[config.mk]
export PLATFORM = sky130hd
export DESIGN_NAME = serial_deserializer
export DESIGN_NICKNAME = d
export VERILOG_FILES = /design/src/rtl/serial_deser_pkg.sv /design/src/rtl/deser_shift_reg.sv /design/src/rtl/serial_deserializer.sv
export SDC_FILE = /design/constraint.sdc
export NUM_CORES = 1
export LEC_CHECK = 0
export CAP_MARGIN = 20
export CELL_PAD_IN_SITES_DETAIL_PLACEMENT = 1
export CELL_PAD_IN_SITES_GLOBAL_PLACEMENT = 1
export CORE_MARGIN = 5
export CORE_UTILIZATION = 26
export DETAILED_ROUTE_END_ITERATION = 12
export PLACE_DENSITY = 0.56
export SYNTH_ARGS = -nofsm -noshare
export SYNTH_HDL_FRONTEND = slang
export SYNTH_SLANG_ARGS = --single-unit
[constraint.sdc]
create_clock -name Clk -period 2.5 [get_ports Clk]
set_input_delay 0.375 -clock Clk [delete_from_list [all_inputs] [get_ports Clk]]
set_output_delay 0.375 -clock Clk [all_outputs]
set_load 0.01 [all_outputs]
[src/rtl/serial_deser_pkg.sv]
// Shared types and constants for the serial deserializer: FSM state encoding,
// bit-counter width helper and the legal WIDTH range.
package serial_deser_pkg;

   typedef enum logic {
      COLLECT = 1'b0,
      PARITY  = 1'b1
   } deser_state_t;

   localparam int WIDTH_MIN = 2;
   localparam int WIDTH_MAX = 32;

   // Counter must be able to hold WIDTH itself (parity phase parks it there).
   function automatic int cnt_width(input int width);
      return $clog2(width + 1);
   endfunction

endpackage

[src/rtl/deser_shift_reg.sv]
// Indexed shift register: loads din into bit position idx on load; clear
// zeroes the whole word and takes priority over load.
module deser_shift_reg #(
   parameter int WIDTH = 8,
   parameter int CW    = 4
) (
   input  logic             clk,
   input  logic             reset,
   input  logic             clear,
   input  logic             load,
   input  logic [CW-1:0]    idx,
   input  logic             din,
   output logic [WIDTH-1:0] word
);

   genvar gi;
   generate
      for (gi = 0; gi < WIDTH; gi++) begin : g_bit
         logic bit_reg;

         always_ff @(posedge clk or negedge reset) begin
            if (!reset)
               bit_reg <= 1'b0;
            else if (clear)
               bit_reg <= 1'b0;
            else if (load && (idx == CW'(gi)))
               bit_reg <= din;
         end

         assign word[gi] = bit_reg;
      end
   endgenerate

endmodule

[src/rtl/serial_deserializer.sv]
// Serial-to-parallel deserializer, LSB first, with a one-word valid/ready holding
// register and sticky overrun flag. Define SERIAL_DESER_PARITY_EN for even parity.
module serial_deserializer
   import serial_deser_pkg::*;
#(
   parameter int WIDTH = 8
) (
   input  logic             Clk,
   input  logic             reset,
   input  logic             din,
   input  logic             din_valid,
   output logic [WIDTH-1:0] dout,
   output logic             dout_valid,
   input  logic             dout_ready,
   output logic             overrun,
   output logic             parity_err
);

   localparam int CW = cnt_width(WIDTH);
   localparam logic [CW-1:0] LAST_IDX = CW'(WIDTH - 1);

   generate
      if (WIDTH < WIDTH_MIN || WIDTH > WIDTH_MAX) begin : g_bad_width
         $error("serial_deserializer: WIDTH out of range 2..32");
      end
   endgenerate

   deser_state_t     state_reg, state_next;
   logic [CW-1:0]    bitcnt_reg, bitcnt_next;
   logic [WIDTH-1:0] dout_reg, dout_next;
   logic             dout_valid_reg, dout_valid_next;
   logic             overrun_reg, overrun_next;
   logic             parity_err_reg, parity_err_next;

   logic [WIDTH-1:0] shift_word;
   logic             shift_load;
   logic             word_done;
   logic [WIDTH-1:0] done_word;
   logic             done_perr;

   deser_shift_reg #(
      .WIDTH (WIDTH),
      .CW    (CW)
   ) u_shift (
      .clk   (Clk),
      .reset (reset),
      .clear (word_done),
      .load  (shift_load),
      .idx   (bitcnt_reg),
      .din   (din),
      .word  (shift_word)
   );

   always_ff @(posedge Clk or negedge reset) begin
      if (!reset) begin
         state_reg      <= COLLECT;
         bitcnt_reg     <= '0;
         dout_reg       <= '0;
         dout_valid_reg <= 1'b0;
         overrun_reg    <= 1'b0;
         parity_err_reg <= 1'b0;
      end else begin
         state_reg      <= state_next;
         bitcnt_reg     <= bitcnt_next;
         dout_reg       <= dout_next;
         dout_valid_reg <= dout_valid_next;
         overrun_reg    <= overrun_next;
         parity_err_reg <= parity_err_next;
      end
   end

   always_comb begin
      state_next  = state_reg;
      bitcnt_next = bitcnt_reg;
      shift_load  = 1'b0;
      word_done   = 1'b0;
      done_word   = shift_word;
      done_perr   = 1'b0;

      if (din_valid) begin
         case (state_reg)
            COLLECT: begin
               shift_load = 1'b1;
               if (bitcnt_reg == LAST_IDX) begin
`ifdef SERIAL_DESER_PARITY_EN
                  state_next  = PARITY;
                  bitcnt_next = CW'(WIDTH);
`else
                  // Last bit is still in flight into the shift register; splice it in.
                  word_done   = 1'b1;
                  bitcnt_next = '0;
                  done_word   = {din, shift_word[WIDTH-2:0]};
`endif
               end else begin
                  bitcnt_next = bitcnt_reg + CW'(1);
               end
            end
`ifdef SERIAL_DESER_PARITY_EN
            PARITY: begin
               word_done   = 1'b1;
               bitcnt_next = '0;
               state_next  = COLLECT;
               done_perr   = (^shift_word) ^ din;
            end
`endif
            default: state_next = COLLECT;
         endcase
      end

      dout_next       = dout_reg;
      dout_valid_next = dout_valid_reg;
      overrun_next    = overrun_reg;
      parity_err_next = parity_err_reg;

      if (word_done) begin
         // Holding register is free if empty or being drained this same edge.
         if (!dout_valid_reg || dout_ready) begin
            dout_next       = done_word;
            dout_valid_next = 1'b1;
            parity_err_next = done_perr;
         end else begin
            overrun_next = 1'b1;
         end
      end else if (dout_valid_reg && dout_ready) begin
         dout_valid_next = 1'b0;
      end
   end

   assign dout       = dout_reg;
   assign dout_valid = dout_valid_reg;
   assign overrun    = overrun_reg;
   assign parity_err = parity_err_reg;

endmodule

After elaboration in Yosys (flattened, before gate mapping) --
Cells that the tools add are included.
Storage, ports and cells: output and inout bits 11, logic and storage cells 71, register bits after elaboration 22
Cells by class: bitwise operators 1, mux-type cells 25, $add $sub $neg 1, reduce and logical (&&, ||, !) cells 24, equality and inequality tests 8
Operator list (count):
- $mux 1 | 22
- $reduce_bool 2->1 | 9
- $eq 4x3->1 const B | 4
- $mux 8 | 2
- $logic_and 1x1->1 | 9
- $eq 4x2->1 const B | 2
- $reduce_and 2->1 | 3
- $add 4x1->4 const B | 1
- $eq 4x1->1 const B | 1
- $logic_not 4->1 | 1
- $mux 4 | 1
- $ne 2x2->1 const B | 1
- $logic_not 1->1 | 1
- $logic_or 1x1->1 | 1
- $not 1->1 | 1

Depth between registers and ports, before layout --
Gate-level depths: netlist of run 1.
depth after elaboration 5, gate-level depth with buffers 6, depth with buffers taken out 4

Modules after synthesis --
A second synthesis of run 1 with hierarchy kept.
Second synthesis, totals: cell total of the unflattened synthesis 86, area, all modules 1099.8 um^2
By module, submodules not included:
- serial_deserializer | instances 1, cells each 40, area an instance 623.1 um^2
- deser_shift_reg | instances 1, cells each 46, area an instance 476.7 um^2

Worst setup path before layout of run 1 --
Ideal clock, no wire load.
path type register to register, from register bitcnt_reg[0], to register dout_reg[0] (netlist: dout[0]), path buffers 2, path slack 0.953 ns, clock period less this slack 1.547 ns, required time 2.375 ns, data arrival time 1.422 ns, stages on the path, launching flop included 7, cell sequence dfrtp_1 -> ha_1 -> buf_4 -> nand4b_1 -> nor2b_2 -> buf_6 -> mux2_4
On the way: word-level cells in the longest chain between the ends 4
Ends and longest elaborated chain:
- start, declared | RTL line serial_deserializer.sv:29 | logic [CW-1:0] bitcnt_reg, bitcnt_next;
- start signal, assigned | RTL line serial_deserializer.sv:64 | bitcnt_reg <= bitcnt_next;
- $eq 4x3->1 | RTL line serial_deserializer.sv:84 | if (bitcnt_reg == LAST_IDX) begin
- $mux 1 | RTL line serial_deserializer.sv:84
- $mux 1 | RTL line serial_deserializer.sv:80 | if (din_valid) begin
- $reduce_and 2->1 (no source line)
- end signal, assigned | RTL line serial_deserializer.sv:65 | dout_reg <= dout_next;
- end, declared | RTL line serial_deserializer.sv:30 | logic [WIDTH-1:0] dout_reg, dout_next;
Every way passes these cells. A chain may end at the register's enable or synchronous reset.

Final worst setup path of run 1 --
from register bitcnt_reg[0], to register dout_reg[5] (netlist: dout[5])
The elaborated chain is that of the path after synthesis.

==> flow_summary.toml, run 1 <==
[timing]
hold_viol_final = 0
slew_viol_final = 0
setup_violations = 0
skew_ns = 0.00414
rsz0062_at_grt = "false"
post-route-period-util = 0.736
fin_tns_setup_ns = 0
holdWs_ns = 0.459
fmaxAchievable_ghz = 0.543
min_period_ns = 1.84

[yosys]
avgSynthCellArea_um2 = 13.0
yosysUniqueCellTypes = 30
ys.warnings.count = 0
ys_seq_elements = 22
synth_nets = 94
synth_area_um2 = 1100
syn_inst = 84
ys_seq_area_frac = 0.502

[detailed_routing]
dr.pass1.iters = 3
route.detailed.drc = 0
vias = 687
drt-vias-per-instance = 4.58
routed_wl_um = 2170
wl_per_cell_um = 14.4
drtIter0Drc = 13
final_antenna_net_count = 0

[placement]
dp_hpwl_um = 1600
port_buffers = 14
place.gp.congestion = 0.644

[floorplanning]
ioPinCount = 16
rows = 23
start_util = 0.270
core_area_um2 = 4060
die_y_um = 74.9
die-area_um2 = 5610
die_x_um = 74.9

[global_routing]
grt_pass1_vias = 756
grt_first_pass_wirelength_um = 3710
grtUsageTotal = 0.0875
grt_antenna_before_repair = 0
overflow = 0
grt_max_degree = 23

[worst_setup_path]
cp.required_ns = 2.65
crit_type = "reg -> reg"
critPathLaunchType = "register"
startpoint = "bitcnt_reg[0]"
reg2reg_from = "bitcnt_reg[0]"
arrival_ns = 1.99
path_max_fanout = 9
cp-end-kind = "register"

[power]
ir_worst_vdd_uv = 300
p_per_area_nw_per_um2 = 1100
p_leak_nw = 0.620

[cts]
cts_resized = 0
cts_tree = "built"
clk_pin_slew_ns = 0.08
htree_num_levels = 1
cts_max_path_buffers = 2
cts_hold_buf = 0
root_buffer = "clkbuf_8"
post-cts-setup-buffer-count = 0
clock_latency_ns = 0.27
cts_buffers = 3
clock-sinks = 22

[final_layout]
final_util = 0.330
drive_above_1_share = 0.200
area_growth_pct = 22.0
n_antenna_cell = 0
nets = 111
fillCellCount = 437

[min_path]
hold_class = "in -> async"

[flow_run]
maxCapViolations = 0

[outcome]
status = "completed"
per-stage QoR:
| stage | cell area, µm² | setup slack [ns] | cells | power, mW |
|---|---|---|---|---|
| 4_1_cts | 1340 | 0.609 | 150 | 1.50 |
| 6_report | 1340 | 0.660 | 150 | 1.47 |
| 2_1_floorplan | 1100 | 0.953 | 84 | 1.01 |
| 5_1_grt | 1340 | 0.532 | 150 | 1.57 |
| 3_5_place_dp | 1280 | 0.622 | 146 | 1.23 |
| 3_3_place_gp | 1280 | 0.661 | 146 | 1.21 |
power breakdown:
group	internal, mW	switching (mW)
clock	0.141	0.121
combinational	0.348	0.226
sequential	0.498	0.140
total	0.987	0.487
layer usage:
metal	track usage	wire (µm)	vias to the layer above
met4	0.0356	34	0
met3	0.0227	81	5
met2	0.147	1070	13
li1	-	-	324
met1	0.106	980	345
met5	0	0	-
cells in the final DEF (no fill, tap or decap):
| master | count |
|---|---|
| clkbuf_8 | 4 |
| nand4b_4 | 1 |
| xnor2_1 | 1 |
| and3b_2 | 1 |
| nand4_1 | 1 |
| nand3b_1 | 2 |
| conb_1 | 1 |
| clkdlybuf4s50_1 | 14 |
| o21bai_1 | 1 |
| mux2_4 | 9 |
| a41o_1 | 1 |
| o2bb2ai_1 | 3 |
| ha_1 | 5 |
| nand2b_1 | 1 |
| a21o_2 | 1 |
| nor3_1 | 1 |
| and2_1 | 1 |
| nand4b_1 | 1 |
| nor2b_2 | 1 |
| and4b_1 | 1 |
| dfrtp_1 | 22 |
| mux2i_1 | 6 |
| nand3_1 | 1 |
| and2b_1 | 1 |
| nand2_1 | 6 |
| buf_4 | 3 |
| a21boi_0 | 1 |
| o21ai_1 | 4 |
| o21ai_0 | 2 |
| inv_1 | 3 |
critical path, cell delays in order (launching register included):
cell and delay (ns):
dfrtp_1 0.43, ha_1 0.40, nand4b_1 0.23, nor2b_2 0.15, buf_4 0.20, mux2_4 0.31
final cells by class:
class,count,area [µm²],share of cell area
Sequential cell,22,551,0.412
Clock buffer,4,55.1,0.0412
Timing Repair Buffer,17,163,0.122
Tap cell,50,62.6,0.0468
Multi-Input combinational cell,54,495,0.370
Inverter,3,11.3,0.00842
synthesized netlist by cell type:
master	n	share of area
inv_1	3	0.010
buf_6	1	0.010
o21ai_0	2	0.0091
mux2_4	9	0.12
a41o_1	1	0.0091
ha_1	5	0.057
buf_2	1	0.0046
nand4b_1	1	0.0080
xnor2_1	1	0.0080
a21o_2	1	0.0080
mux2i_1	6	0.055
and4b_1	1	0.0091
nand4_1	1	0.0057
nand2b_1	1	0.0057
o2bb2ai_1	3	0.024
nor3_1	1	0.0046
nand3_1	1	0.0046
dfrtp_1	22	0.50
o21ai_1	4	0.018
conb_1	1	0.0034
and3b_2	1	0.0091
o21bai_1	1	0.0069
nand4b_4	1	0.022
nand3b_1	2	0.014
a21boi_0	1	0.0069
buf_4	3	0.021
nor2b_2	1	0.0080
and2_1	1	0.0057
and2b_1	1	0.0069
nand2_1	6	0.021
kinds of logic (layout without fill, tap and decap cells):
family                   Yosys count  count (layout)  share of synthesized area
AO/OA/AOI/OAI                     13              13                     0.0822
buffers and inverters              8              24                     0.0457
other                              1               1                    0.00342
flip-flops                        22              22                      0.502
adder cells (fa/ha/maj)            5               5                     0.0571
XOR/XNOR                           1               1                    0.00799
AND/OR/NAND/NOR                   19              19                      0.123
multiplexers                      15              15                      0.178
final timing paths:
check	end	cells past startpoint	slack [ns]
worst min-delay path	bitcnt_reg[0]	2	0.46
min in group Clk	overrun	1	0.48
worst min register to register	overrun	1	0.48
max in group asynchronous	bitcnt_reg[3]	2	1.81
worst max-delay path	dout[5]	5	0.66
worst max register to register	dout[5]	5	0.66
Power figures use the tool's default switching activity.
==> run 2: changes to the inputs <==
clock period = 1.7 ns   (was 2.5 ns; I/O delays follow)
==> run 2 against run 1 <==
Die area unchanged. Maximum frequency grew 19%. Core utilization increased by 0.89 points. Largest power group is now combinational logic. Sequential power grew 42%. Critical path type unchanged. Via count is 3.9% higher. Combinational power increased by 65%. Clock-buffer cell count down 1. Final area grew 2.7%. Wire length increased by 3.5%.
==> flow_summary.toml, run 2 (synthesized netlist as in run 1, its figures left out) <==
[worst_setup_path]
cp_num_buf_inv = 1
cp_slowest_stage_delay_ns = 0.44
critPathTopFamily = "flip-flops"
slowest_stage = "dfrtp_1"
path_cells = "ha_1 -> nand4b_1 -> nor2b_2 -> buf_12 -> mux2_4"
crit_type = "reg -> reg"
critPathLaunchType = "register"
cp.required_ns = 1.85
arrival_ns = 1.69
cp-end-kind = "register"
path_max_fanout = 8

[power]
p_leak_nw = 0.640
p_per_area_nw_per_um2 = 1580
ir_worst_vdd_uv = 422

[global_routing]
grt_first_pass_wirelength_um = 4000
grt_pass1_vias = 799
grt_max_degree = 23
grtUsageTotal = 0.0946
grt_antenna_before_repair = 0
overflow = 0

[cts]
cts_tree = "built"
cts_buffers = 3
htree_num_levels = 1
cts_resized = 0
clock-sinks = 22
clock_latency_ns = 0.26
cts_hold_buf = 0
cts_max_path_buffers = 2
root_buffer = "clkbuf_8"
clk_pin_slew_ns = 0.08
post-cts-setup-buffer-count = 0

[floorplanning]
core_area_um2 = 4060
die-area_um2 = 5610
rows = 23
die_y_um = 74.9
start_util = 0.270
die_x_um = 74.9
ioPinCount = 16

[final_layout]
fin_cells = 154
most-common-layout-cells = "dfrtp_1, clkdlybuf4s50_1, mux2_4, buf_4"
drive_above_1_share = 0.231
mostFrequentLayoutCell = "dfrtp_1"
final_util = 0.339
fin_area_um2 = 1370
area_growth_pct = 25.3
n_antenna_cell = 0
nets = 116

[detailed_routing]
wl_per_cell_um = 14.6
route.detailed.drc = 0
wl_met2_um = 1100
wl_met1_um = 1000
routed_wl_um = 2240
dr.pass1.iters = 2
drt-vias-per-instance = 4.64
vias = 714
drtIter0Drc = 8
dr_wl_met3_um = 110
final_antenna_net_count = 0
routed.top_layer = "met4"

[placement]
dp_hpwl_um = 1720
port_buffers = 14
place.gp.congestion = 0.711
place_area_um2 = 1330
place_inst = 151

[flow_run]
maxCapViolations = 0

[timing]
slew_viol_final = 0
min_period_ns = 1.54
skew_ns = 0.00376
fmaxAchievable_ghz = 0.648
fin_tns_setup_ns = 0
setup_violations = 0
hold_viol_final = 0
post-route-period-util = 0.908
rsz0062_at_grt = "false"

[outcome]
status = "completed"

[min_path]
hold_class = "in -> async"
[run 2: routing by layer]
metal / up-vias / track usage
met4: 0 / 0.0415
met2: 12 / 0.159
met1: 365 / 0.117
met3: 6 / 0.0200
li1: 331 / -
met5: - / 0
[run 2: final cells by class]
cell class                 instances  area, µm²
fill                             442       2680
sequential                        22        551
multi-input combinational         54        495
clock buffer                       3       41.3
timing repair buffer              22        213
inverter                           3       11.3
tap                               50       62.6
[run 2: final timing paths]
check | from | to | slack, ns | depth (start not counted)
max | bitcnt_reg[1] | dout[5] | 0.16 | 5
min | reset | bitcnt_reg[1] | 0.34 | 2
max reg2reg | bitcnt_reg[1] | dout[5] | 0.16 | 5
min reg2reg | overrun | overrun | 0.48 | 1
max in group asynchronous | reset | u_shift.g_bit[2].bit_reg | 1.14 | 2
min in group Clk | overrun | overrun | 0.48 | 1
[run 2: where the power goes]
group | internal (mW) | switching (mW) | leakage, nW
registers | 0.734 | 0.169 | 0.263
logic | 0.557 | 0.388 | 0.356
clock network | 0.158 | 0.160 | 0.0216
[run 2: metrics by stage]
stage | hold WS (ns) | worst slack, ns | total power, mW
floorplan | -0.0406 | 0.153 | 1.48
global placement | 0.468 | 0.0623 | 1.84
detailed placement | 0.470 | 0.0515 | 1.88
CTS | 0.351 | 0.143 | 2.21
global route | 0.375 | 0.0825 | 2.33
finish | 0.338 | 0.156 | 2.17
[run 2: worst register-to-register path, stage by stage, from the launching register on]
cell      delay (ns)
dfrtp_1         0.44
ha_1            0.21
nand4b_1        0.14
nor2b_2         0.18
buf_12          0.15
mux2_4          0.31
